File: src/rtl/dut_prod_accum_pkg.sv
// rtl/dut_prod_accum_pkg.sv - shared state enum and default widths for the product accumulator
package dut_prod_accum_pkg;

  localparam int DIN_WIDTH_D = 28;
  localparam int LEN_WIDTH_D = 10;
  localparam int ACC_WIDTH_D = DIN_WIDTH_D + LEN_WIDTH_D;

  typedef enum logic [1:0] {
    IDLE = 2'd0,
    ACC  = 2'd1,
    OUT  = 2'd2
  } state_t;

endpackage

File: src/rtl/dut_prod_accum_if.sv
// rtl/dut_prod_accum_if.sv - job control, product input and result output bundle
interface dut_prod_accum_if
  import dut_prod_accum_pkg::*;
#(
  parameter int DIN_WIDTH = DIN_WIDTH_D,
  parameter int LEN_WIDTH = LEN_WIDTH_D,
  parameter int ACC_WIDTH = ACC_WIDTH_D
);
  logic                 start;
  logic [LEN_WIDTH-1:0] len;
  logic                 busy;
  logic                 in_valid;
  logic [DIN_WIDTH-1:0] in_data;
  logic                 in_ready;
  logic                 out_valid;
  logic [ACC_WIDTH-1:0] out_data;
  logic                 out_ready;
  logic                 ovf;

  modport master (
    output start, len, in_valid, in_data, out_ready,
    input  busy, in_ready, out_valid, out_data, ovf
  );

  modport slave (
    input  start, len, in_valid, in_data, out_ready,
    output busy, in_ready, out_valid, out_data, ovf
  );
endinterface

File: src/rtl/dut_prod_accum_add.sv
// rtl/dut_prod_accum_add.sv - accumulator adder; DUT_PROD_ACCUM_SAT_EN adds carry detect and clamp
module dut_prod_accum_add
  import dut_prod_accum_pkg::*;
#(
  parameter int DIN_WIDTH = DIN_WIDTH_D,
  parameter int ACC_WIDTH = ACC_WIDTH_D
) (
  input  logic [ACC_WIDTH-1:0] i_acc,
  input  logic [DIN_WIDTH-1:0] i_din,
  output logic [ACC_WIDTH-1:0] o_sum,
  output logic                 o_ovf
);
`ifdef DUT_PROD_ACCUM_SAT_EN
  logic [ACC_WIDTH:0] w_full;

  assign w_full = {1'b0, i_acc} + (ACC_WIDTH + 1)'(i_din);
  assign o_ovf  = w_full[ACC_WIDTH];
  // Once clamped to all-ones any non-zero add carries again, so saturation holds for the job
  assign o_sum  = o_ovf ? {ACC_WIDTH{1'b1}} : w_full[ACC_WIDTH-1:0];
`else
  assign o_sum = i_acc + ACC_WIDTH'(i_din);
  assign o_ovf = 1'b0;
`endif
endmodule

File: src/rtl/dut_prod_accum.sv
// rtl/dut_prod_accum.sv - sums a programmed number of products; saturation via DUT_PROD_ACCUM_SAT_EN in the adder
module dut_prod_accum
  import dut_prod_accum_pkg::*;
#(
  parameter int DIN_WIDTH = DIN_WIDTH_D,
  parameter int LEN_WIDTH = LEN_WIDTH_D,
  parameter int ACC_WIDTH = ACC_WIDTH_D
) (
  input  logic            ap_clk,
  input  logic            ap_rst_n,
  dut_prod_accum_if.slave bus
);
  state_t               r_state;
  state_t               w_state_nxt;
  logic [ACC_WIDTH-1:0] r_acc;
  logic [LEN_WIDTH-1:0] r_cnt;
  logic                 r_ovf;
  logic [ACC_WIDTH-1:0] w_sum;
  logic                 w_add_ovf;
  logic                 w_start_ok;
  logic                 w_beat;
  logic                 w_busy;
  logic                 w_in_ready;
  logic                 w_out_valid;

  dut_prod_accum_add #(
    .DIN_WIDTH (DIN_WIDTH),
    .ACC_WIDTH (ACC_WIDTH)
  ) u_add (
    .i_acc (r_acc),
    .i_din (bus.in_data),
    .o_sum (w_sum),
    .o_ovf (w_add_ovf)
  );

  assign w_start_ok = (r_state == IDLE) && bus.start;
  assign w_beat     = w_in_ready && bus.in_valid;

  always_ff @(posedge ap_clk or negedge ap_rst_n) begin
    if (!ap_rst_n) begin
      r_state <= IDLE;
    end else begin
      r_state <= w_state_nxt;
    end
  end

  always_comb begin
    w_state_nxt = r_state;
    w_busy      = 1'b1;
    w_in_ready  = 1'b0;
    w_out_valid = 1'b0;
    case (r_state)
      IDLE: begin
        w_busy = 1'b0;
        if (bus.start) begin
          w_state_nxt = (bus.len == '0) ? OUT : ACC;
        end
      end
      ACC: begin
        w_in_ready = 1'b1;
        if (bus.in_valid && (r_cnt == LEN_WIDTH'(1))) begin
          w_state_nxt = OUT;
        end
      end
      OUT: begin
        w_out_valid = 1'b1;
        if (bus.out_ready) begin
          w_state_nxt = IDLE;
        end
      end
      default: w_state_nxt = IDLE;
    endcase
  end

  // The accumulator doubles as the result register, so out_data is stable throughout OUT
  always_ff @(posedge ap_clk or negedge ap_rst_n) begin
    if (!ap_rst_n) begin
      r_acc <= '0;
      r_cnt <= '0;
      r_ovf <= 1'b0;
    end else if (w_start_ok) begin
      r_acc <= '0;
      r_cnt <= bus.len;
      r_ovf <= 1'b0;
    end else if (w_beat) begin
      r_acc <= w_sum;
      r_cnt <= r_cnt - LEN_WIDTH'(1);
      r_ovf <= r_ovf | w_add_ovf;
    end
  end

  assign bus.busy      = w_busy;
  assign bus.in_ready  = w_in_ready;
  assign bus.out_valid = w_out_valid;
  assign bus.out_data  = r_acc;
  assign bus.ovf       = r_ovf;
endmodule

File: src/flat_wrapper.sv
// flat-port wrapper written by rule: the top's interface ports become plain ports
module dut_prod_accum_flat import dut_prod_accum_pkg::*;
#(
  parameter int DIN_WIDTH = DIN_WIDTH_D,
  parameter int LEN_WIDTH = LEN_WIDTH_D,
  parameter int ACC_WIDTH = ACC_WIDTH_D
)
  (ap_clk, ap_rst_n, bus_start, bus_len, bus_in_valid, bus_in_data, bus_out_ready, bus_busy, bus_in_ready, bus_out_valid, bus_out_data, bus_ovf);
  dut_prod_accum_if #(.DIN_WIDTH(DIN_WIDTH), .LEN_WIDTH(LEN_WIDTH), .ACC_WIDTH(ACC_WIDTH)) bus_i ();
  input  logic ap_clk;
  input  logic ap_rst_n;
  input wire logic [$bits(bus_i.start)-1:0] bus_start;
  input wire logic [$bits(bus_i.len)-1:0] bus_len;
  input wire logic [$bits(bus_i.in_valid)-1:0] bus_in_valid;
  input wire logic [$bits(bus_i.in_data)-1:0] bus_in_data;
  input wire logic [$bits(bus_i.out_ready)-1:0] bus_out_ready;
  output wire logic [$bits(bus_i.busy)-1:0] bus_busy;
  output wire logic [$bits(bus_i.in_ready)-1:0] bus_in_ready;
  output wire logic [$bits(bus_i.out_valid)-1:0] bus_out_valid;
  output wire logic [$bits(bus_i.out_data)-1:0] bus_out_data;
  output wire logic [$bits(bus_i.ovf)-1:0] bus_ovf;
  assign bus_i.start = bus_start;
  assign bus_i.len = bus_len;
  assign bus_i.in_valid = bus_in_valid;
  assign bus_i.in_data = bus_in_data;
  assign bus_i.out_ready = bus_out_ready;
  assign bus_busy = bus_i.busy;
  assign bus_in_ready = bus_i.in_ready;
  assign bus_out_valid = bus_i.out_valid;
  assign bus_out_data = bus_i.out_data;
  assign bus_ovf = bus_i.ovf;
  dut_prod_accum #(.DIN_WIDTH(DIN_WIDTH), .LEN_WIDTH(LEN_WIDTH), .ACC_WIDTH(ACC_WIDTH)) u_core (.ap_clk(ap_clk), .ap_rst_n(ap_rst_n), .bus(bus_i));
endmodule
File: config.mk
export PLATFORM = sky130hd
export DESIGN_NAME = dut_prod_accum_flat
export DESIGN_NICKNAME = d
export VERILOG_FILES = /design/src/rtl/dut_prod_accum_pkg.sv /design/src/rtl/dut_prod_accum_if.sv /design/src/rtl/dut_prod_accum_add.sv /design/src/rtl/dut_prod_accum.sv /design/src/flat_wrapper.sv
export SDC_FILE = /design/constraint.sdc
export NUM_CORES = 1
export LEC_CHECK = 0
export ABC_AREA = 1
export CAP_MARGIN = 25
export CORE_ASPECT_RATIO = 1.75
export CORE_MARGIN = 1.5
export CORE_UTILIZATION = 55
export DETAILED_ROUTE_END_ITERATION = 16
export GPL_ROUTABILITY_DRIVEN = 0
export PLACE_DENSITY = 0.84
export REMOVE_ABC_BUFFERS = 1
export SKIP_LAST_GASP = 1
export SYNTH_ARGS = -nofsm -noshare
export SYNTH_HDL_FRONTEND = slang
export SYNTH_SLANG_ARGS = --single-unit
export TNS_END_PERCENT = 100
File: constraint.sdc
create_clock -name ap_clk -period 2.8 [get_ports ap_clk]
set_input_delay 0.56 -clock ap_clk [delete_from_list [all_inputs] [get_ports ap_clk]]
set_output_delay 0.56 -clock ap_clk [all_outputs]
set_load 0.02 [all_outputs]
Word-level counts from Yosys, hierarchy flattened
Index checks and enable logic that the tools add are counted.

Register bits: 50. Bits of input ports: 43. Output and inout bits: 42. Word-level logic and storage cells: 30.

$add $sub $neg: 2. Equal/unequal tests: 6. Muxes and demuxes: 12. Reduce and logical (&&, ||, !) cells: 7.

Operators with widths (number): $mux 38 (2); $add 38x28->38 (1); $mux 10 (2); $eq 10x1->1 const B (1); $logic_not 10->1 (1); $sub 10x1->10 const B (1); $mux 2 (4); $pmux 2 s3 (1); $ne 2x2->1 const B (2); $logic_and 1x1->1 (3); $mux 1 (3); $reduce_and 3->1 (1); $eq 2x1->1 const B (1); $eq 2x2->1 const B (1); $logic_not 2->1 (1); $ne 2x1->1 const B (1); $reduce_bool 2->1 (1).

Depth between registers and ports, before layout
Depth after elaboration: 5. Gate-level depth with buffers: 14.

Cells and area by module
Synthesis repeated with hierarchy kept, for this count alone.

Cells, all modules: 737. Area, all modules: 4765.8 µm².

By module, submodules not included: dut_prod_accum_add (times used 1, cells each 515, area an instance 2503.7 µm², sequential area each 0.0 µm²); dut_prod_accum (times used 1, cells each 222, area an instance 2262.2 µm², sequential area each 1276.2 µm²).

Worst setup path after synthesis
No wires, ideal clock.

Path type: input to register. From: input bus_in_data[0]. To: register u_core.r_acc[28] (netlist: u_core.bus.out_data[28]). Library setup time: 120 ps. Arrival: 1950 ps. Data required time: 2680 ps. Slack: 730 ps. Stages: 12. Path buffers: 0. Path through: ha_1 -> fa_1 -> nand3_1 -> nand3_2 -> nand2_1 -> nand2_2 -> nand2_1 -> nand2_2 -> nand2_2 -> nand2_4 -> a21oi_1 -> nor2_1.

Longest elaborated chain between the ends: 3.

RTL lines: start: declaration (RTL line flat_wrapper.sv:15) `input wire logic [$bits(bus_i.in_data)-1:0] bus_in_data;`; $add 38x28->38 (RTL line dut_prod_accum_add.sv:21) `assign o_sum = i_acc + ACC_WIDTH'(i_din);`; $mux 38 (RTL line dut_prod_accum.sv:85) `end else if (w_beat) begin`; $mux 38 (RTL line dut_prod_accum.sv:81) `end else if (w_start_ok) begin`; end signal: assignment (RTL line dut_prod_accum.sv:86) `r_acc <= w_sum;`; end: declaration (RTL line dut_prod_accum.sv:15) `logic [ACC_WIDTH-1:0] r_acc;`.

No other way between the ends. The select of a mux whose other input is x is not followed. A chain may end at the register's enable or synchronous reset.

Worst setup path after layout
From: input bus_in_data[0]. To: register u_core.r_acc[36] (netlist: u_core.bus.out_data[36]).

Same word-level chain as after synthesis.

==> flow_summary_export.csv <==
group,metric,value,unit
run_status,outcome,"finished clean",
clock_network,clkSinkCount,50,
pwr,seqPwrFrac,0.237,
global_route,grt_overflow_total,0,
clock_network,cts_resized,0,
floorplanning,dieArea,8680,µm²
sta,rsz0062_at_grt,"false",
routing,drtAntennaViolNets,0,
global_route,busiest_layer,"met2",
critical_path,critical_path_class,"in -> reg",
critical_path,slowest_stage,"fa_1",
layout,drive_above_1_share,0.09548,
sta,tns,0,ns
global_route,use_met2,0.5467,
sta,tightest_slew,0.5036,ns
clock_network,cts_tree,"yes",
logic_synthesis,synth_seq_cells,50,
floorplanning,rows,43,
routing,drc,0,
critical_path,startpoint_type,"input port",
clock_network,cts_root_buf,"clkbuf_16",
global_route,grt_pass1_wl,21.11,mm
pwr,p_leak,2.830,nW
layout,diodes,0,
floorplanning,io_pins,85,
routing,drt_iter0_markers,298,
pwr,vdd_drop_max,0.0005969,V
global_route,grt_use_met3,0.04301,
sta,setup_viol,0,
routing,drt_pass1_iterations,5,
logic_synthesis,synth_edf_count,0,
clock_network,clk_pin_slew_worst_paths,0.08,ns
sta,min_period,2.375,ns
clock_network,cts_max_path_buffers,2,
logic_synthesis,ys_warn_count,0,
pwr,p_switching,2.639,mW
logic_synthesis,ys_seq_area_frac,0.2805,
placement,pre_cts_ws,0.1033,ns
sta,fin_ws,0.4249,ns
critical_path,cp_top_family,"simple AND/OR/NAND/NOR gates",
floorplanning,die_w,71.08,µm
floorplanning,start_util,0.5640,
pwr,comb_power_share,0.637,
layout,nets,848,
sta,fmax,0.4210,GHz
sta,fin_skew,0.01309,ns
hold_path,hold_class,"in -> async",
floorplanning,die_height,122.1,µm
sta,worst_hold_slack,0.2050,ns
sta,maxSlewViolCount,0,
pwr,power_density,937.6,nW/µm²
critical_path,crit_fanout,6,
sta,hold_violations,0,
global_route,grt_use_total,0.3049,
critical_path,cp-end-kind,"register",
logic_synthesis,avgSynthCellArea,6.483,µm²
clock_network,post_cts_buffers,0,
global_route,grt_max_degree,22,
pwr,pwr-share-clk,0.126,
sta,min_period_over_period,0.8483,
critical_path,path_common_cell,"nand2_2",
routing,vias,4909,
critical_path,cpPeakStageDelay,0.44,ns
layout,syn2layout_area_growth,24.24,%
clock_network,cts_hold_buf,0,
logic_synthesis,synthDistinctLibCells,42,
global_route,antenna_found_initial,0,
logic_synthesis,synth_ff_type,"dfrtp_1",
clock_network,htree_levels,2,
sta,slew_headroom,0.6642,
floorplanning,core_area,7909,µm²
critical_path,required,2.99,ns
global_route,grt_pass1_vias,4803,
placement,port_buffers,83,
clock_network,cts_buffers,5,
clock_network,insertion_delay,0.31,ns
critical_path,critPathArrivalTime,2.57,ns
logic_synthesis,synth_async_sr_flop_share,1.000,
routing,wirelength,12.97,mm
routing,wl_per_cell,14.99,µm
critical_path,critical_path.cell_chain,"clkdlybuf4s50_1 > ha_1 > fa_1 > nand3_1 > nand3_2 > nand2_1 > nand2_2 > nand2_1 > nand2_2 > nand2_2 > nand2_4 > a21oi_1 > nor2_1",
placement,hpwl,10.26,mm
logic_synthesis,synth_area,4461,µm²
pwr,internal_power,2.557,mW
job,maxCapViolations,0,
pwr,p_sw_frac,0.5079,
global_route,use_met1,0.3274,
critical_path,path_buf_inv,1,
logic_synthesis,syn_inst,688,
routing,via_per_inst,5.675,
layout,nFillCells,683,
## per-layer routing
metal | share of wire | vias to the layer above
met1 | 0.36 | 2227
li1 | - | 2386
met3 | 0.063 | 67
met4 | 0.061 | 0
met5 | 0 | -
met2 | 0.52 | 229
## metrics by stage
stage | power (mW) | cell area, µm² | cells | util
floorplan | 3.386 | 4400 | 677 | -
global placement | 4.399 | 5391 | 857 | 0.6817
detailed placement | 4.493 | 5391 | 857 | 0.6817
CTS | 5.164 | 5542 | 865 | 0.7007
global route | 5.588 | 5542 | 865 | 0.7007
finish | 5.196 | 5542 | 865 | 0.7007
## sequential cells by signal (all words and copies together), names as in the netlist
signal and flops:
u_core.r_cnt 10, u_core.r_state 2, u_core.bus.out_data 38
## path summary, 6_finish.rpt
kind	from	to	slack, ns	depth (start not counted)
max	bus_in_data[0]	u_core.bus.out_data[36]	0.42	13
min	ap_rst_n	u_core.bus.out_data[8]	0.20	1
max reg2reg	u_core.bus.out_data[0]	u_core.bus.out_data[36]	0.65	12
min reg2reg	u_core.bus.out_data[11]	u_core.bus.out_data[11]	0.51	2
max in group asynchronous	ap_rst_n	u_core.bus.out_data[27]	1.93	2
min in group ap_clk	u_core.bus.out_data[11]	u_core.bus.out_data[11]	0.51	2
## layout make-up
class	instances	area (µm²)	area share
Multi-Input combinational cell	535	2804	0.5060
Clock inverter	3	25.02	0.004516
Inverter	92	345.3	0.06232
Sequential cell	50	1251	0.2258
Timing Repair Buffer	90	878.3	0.1585
Tap cell	90	112.6	0.02032
Clock buffer	5	125.1	0.02258
## cells by family (layout without fill, tap and decap cells)
| logic type | after synthesis | count (layout) | share of synthesized area |
|---|---|---|---|
| AND/OR/NAND/NOR | 387 | 387 | 0.3829 |
| AO/OA/AOI/OAI | 107 | 107 | 0.1386 |
| XOR/XNOR | 9 | 9 | 0.01767 |
| other | 1 | 1 | 0.0008407 |
| adder cells (fa/ha/maj) | 31 | 31 | 0.08864 |
| buffers and inverters | 103 | 190 | 0.09088 |
| flip-flops | 50 | 50 | 0.2805 |
## Yosys cell counts (4+ instances only)
cell / n / area [µm²]
a21oi_1: 44 / 220.2
o221ai_1: 4 / 35.03
dfrtp_1: 50 / 1251
o21ai_1: 6 / 30.03
inv_2: 5 / 18.77
xor2_1: 4 / 35.03
nand2_2: 27 / 168.9
nor2_1: 73 / 274.0
nor2_2: 7 / 43.79
inv_1: 86 / 322.8
nand2_1: 213 / 799.5
buf_2: 6 / 30.03
o21ai_0: 31 / 155.2
nor3_1: 5 / 25.02
a21oi_2: 4 / 35.03
nand3_2: 7 / 70.07
nand3_1: 35 / 175.2
o211ai_1: 5 / 37.54
nand4_1: 6 / 37.54
xnor2_1: 5 / 43.79
ha_1: 30 / 375.4
## power groups by stage
stage / Clock [mW] / Combinational, mW / Sequential (mW)
4_1_cts: 0.661 / 3.27 / 1.23
3_3_place_gp: 0 / 3.17 / 1.22
6_report: 0.654 / 3.31 / 1.23
5_1_grt: 0.683 / 3.64 / 1.27
3_5_place_dp: 0 / 3.25 / 1.24
2_1_floorplan: 0 / 2.00 / 1.39
## placed cells by master, fill, tap and decap left out, types with 2 or more instances in the layout
master           netlist  layout
nor3_1                 5       5
a22o_1                 2       2
clkbuf_16              0       5
inv_2                  5       5
or2_2                  2       2
nand2_2               27      27
a32o_1                 2       2
nor2_1                73      73
clkdlybuf4s50_1        0      82
nand3b_1               3       3
o31ai_1                3       3
nor4_1                 2       2
o21a_1                 2       2
o21ai_1                6       6
nor3_2                 3       3
buf_4                  3       7
inv_1                 86      86
o221ai_1               4       4
xor2_1                 4       4
nand2_1              213     213
o21ai_0               31      31
nor2_2                 7       7
dfrtp_1               50      50
nand3_1               35      35
o211ai_1               5       5
a21oi_2                4       4
a21oi_1               44      44
ha_1                  30      30
xnor2_1                5       5
nand4_1                6       6
nand3_2                7       7
No activity file was read; power rests on OpenSTA's default activity.
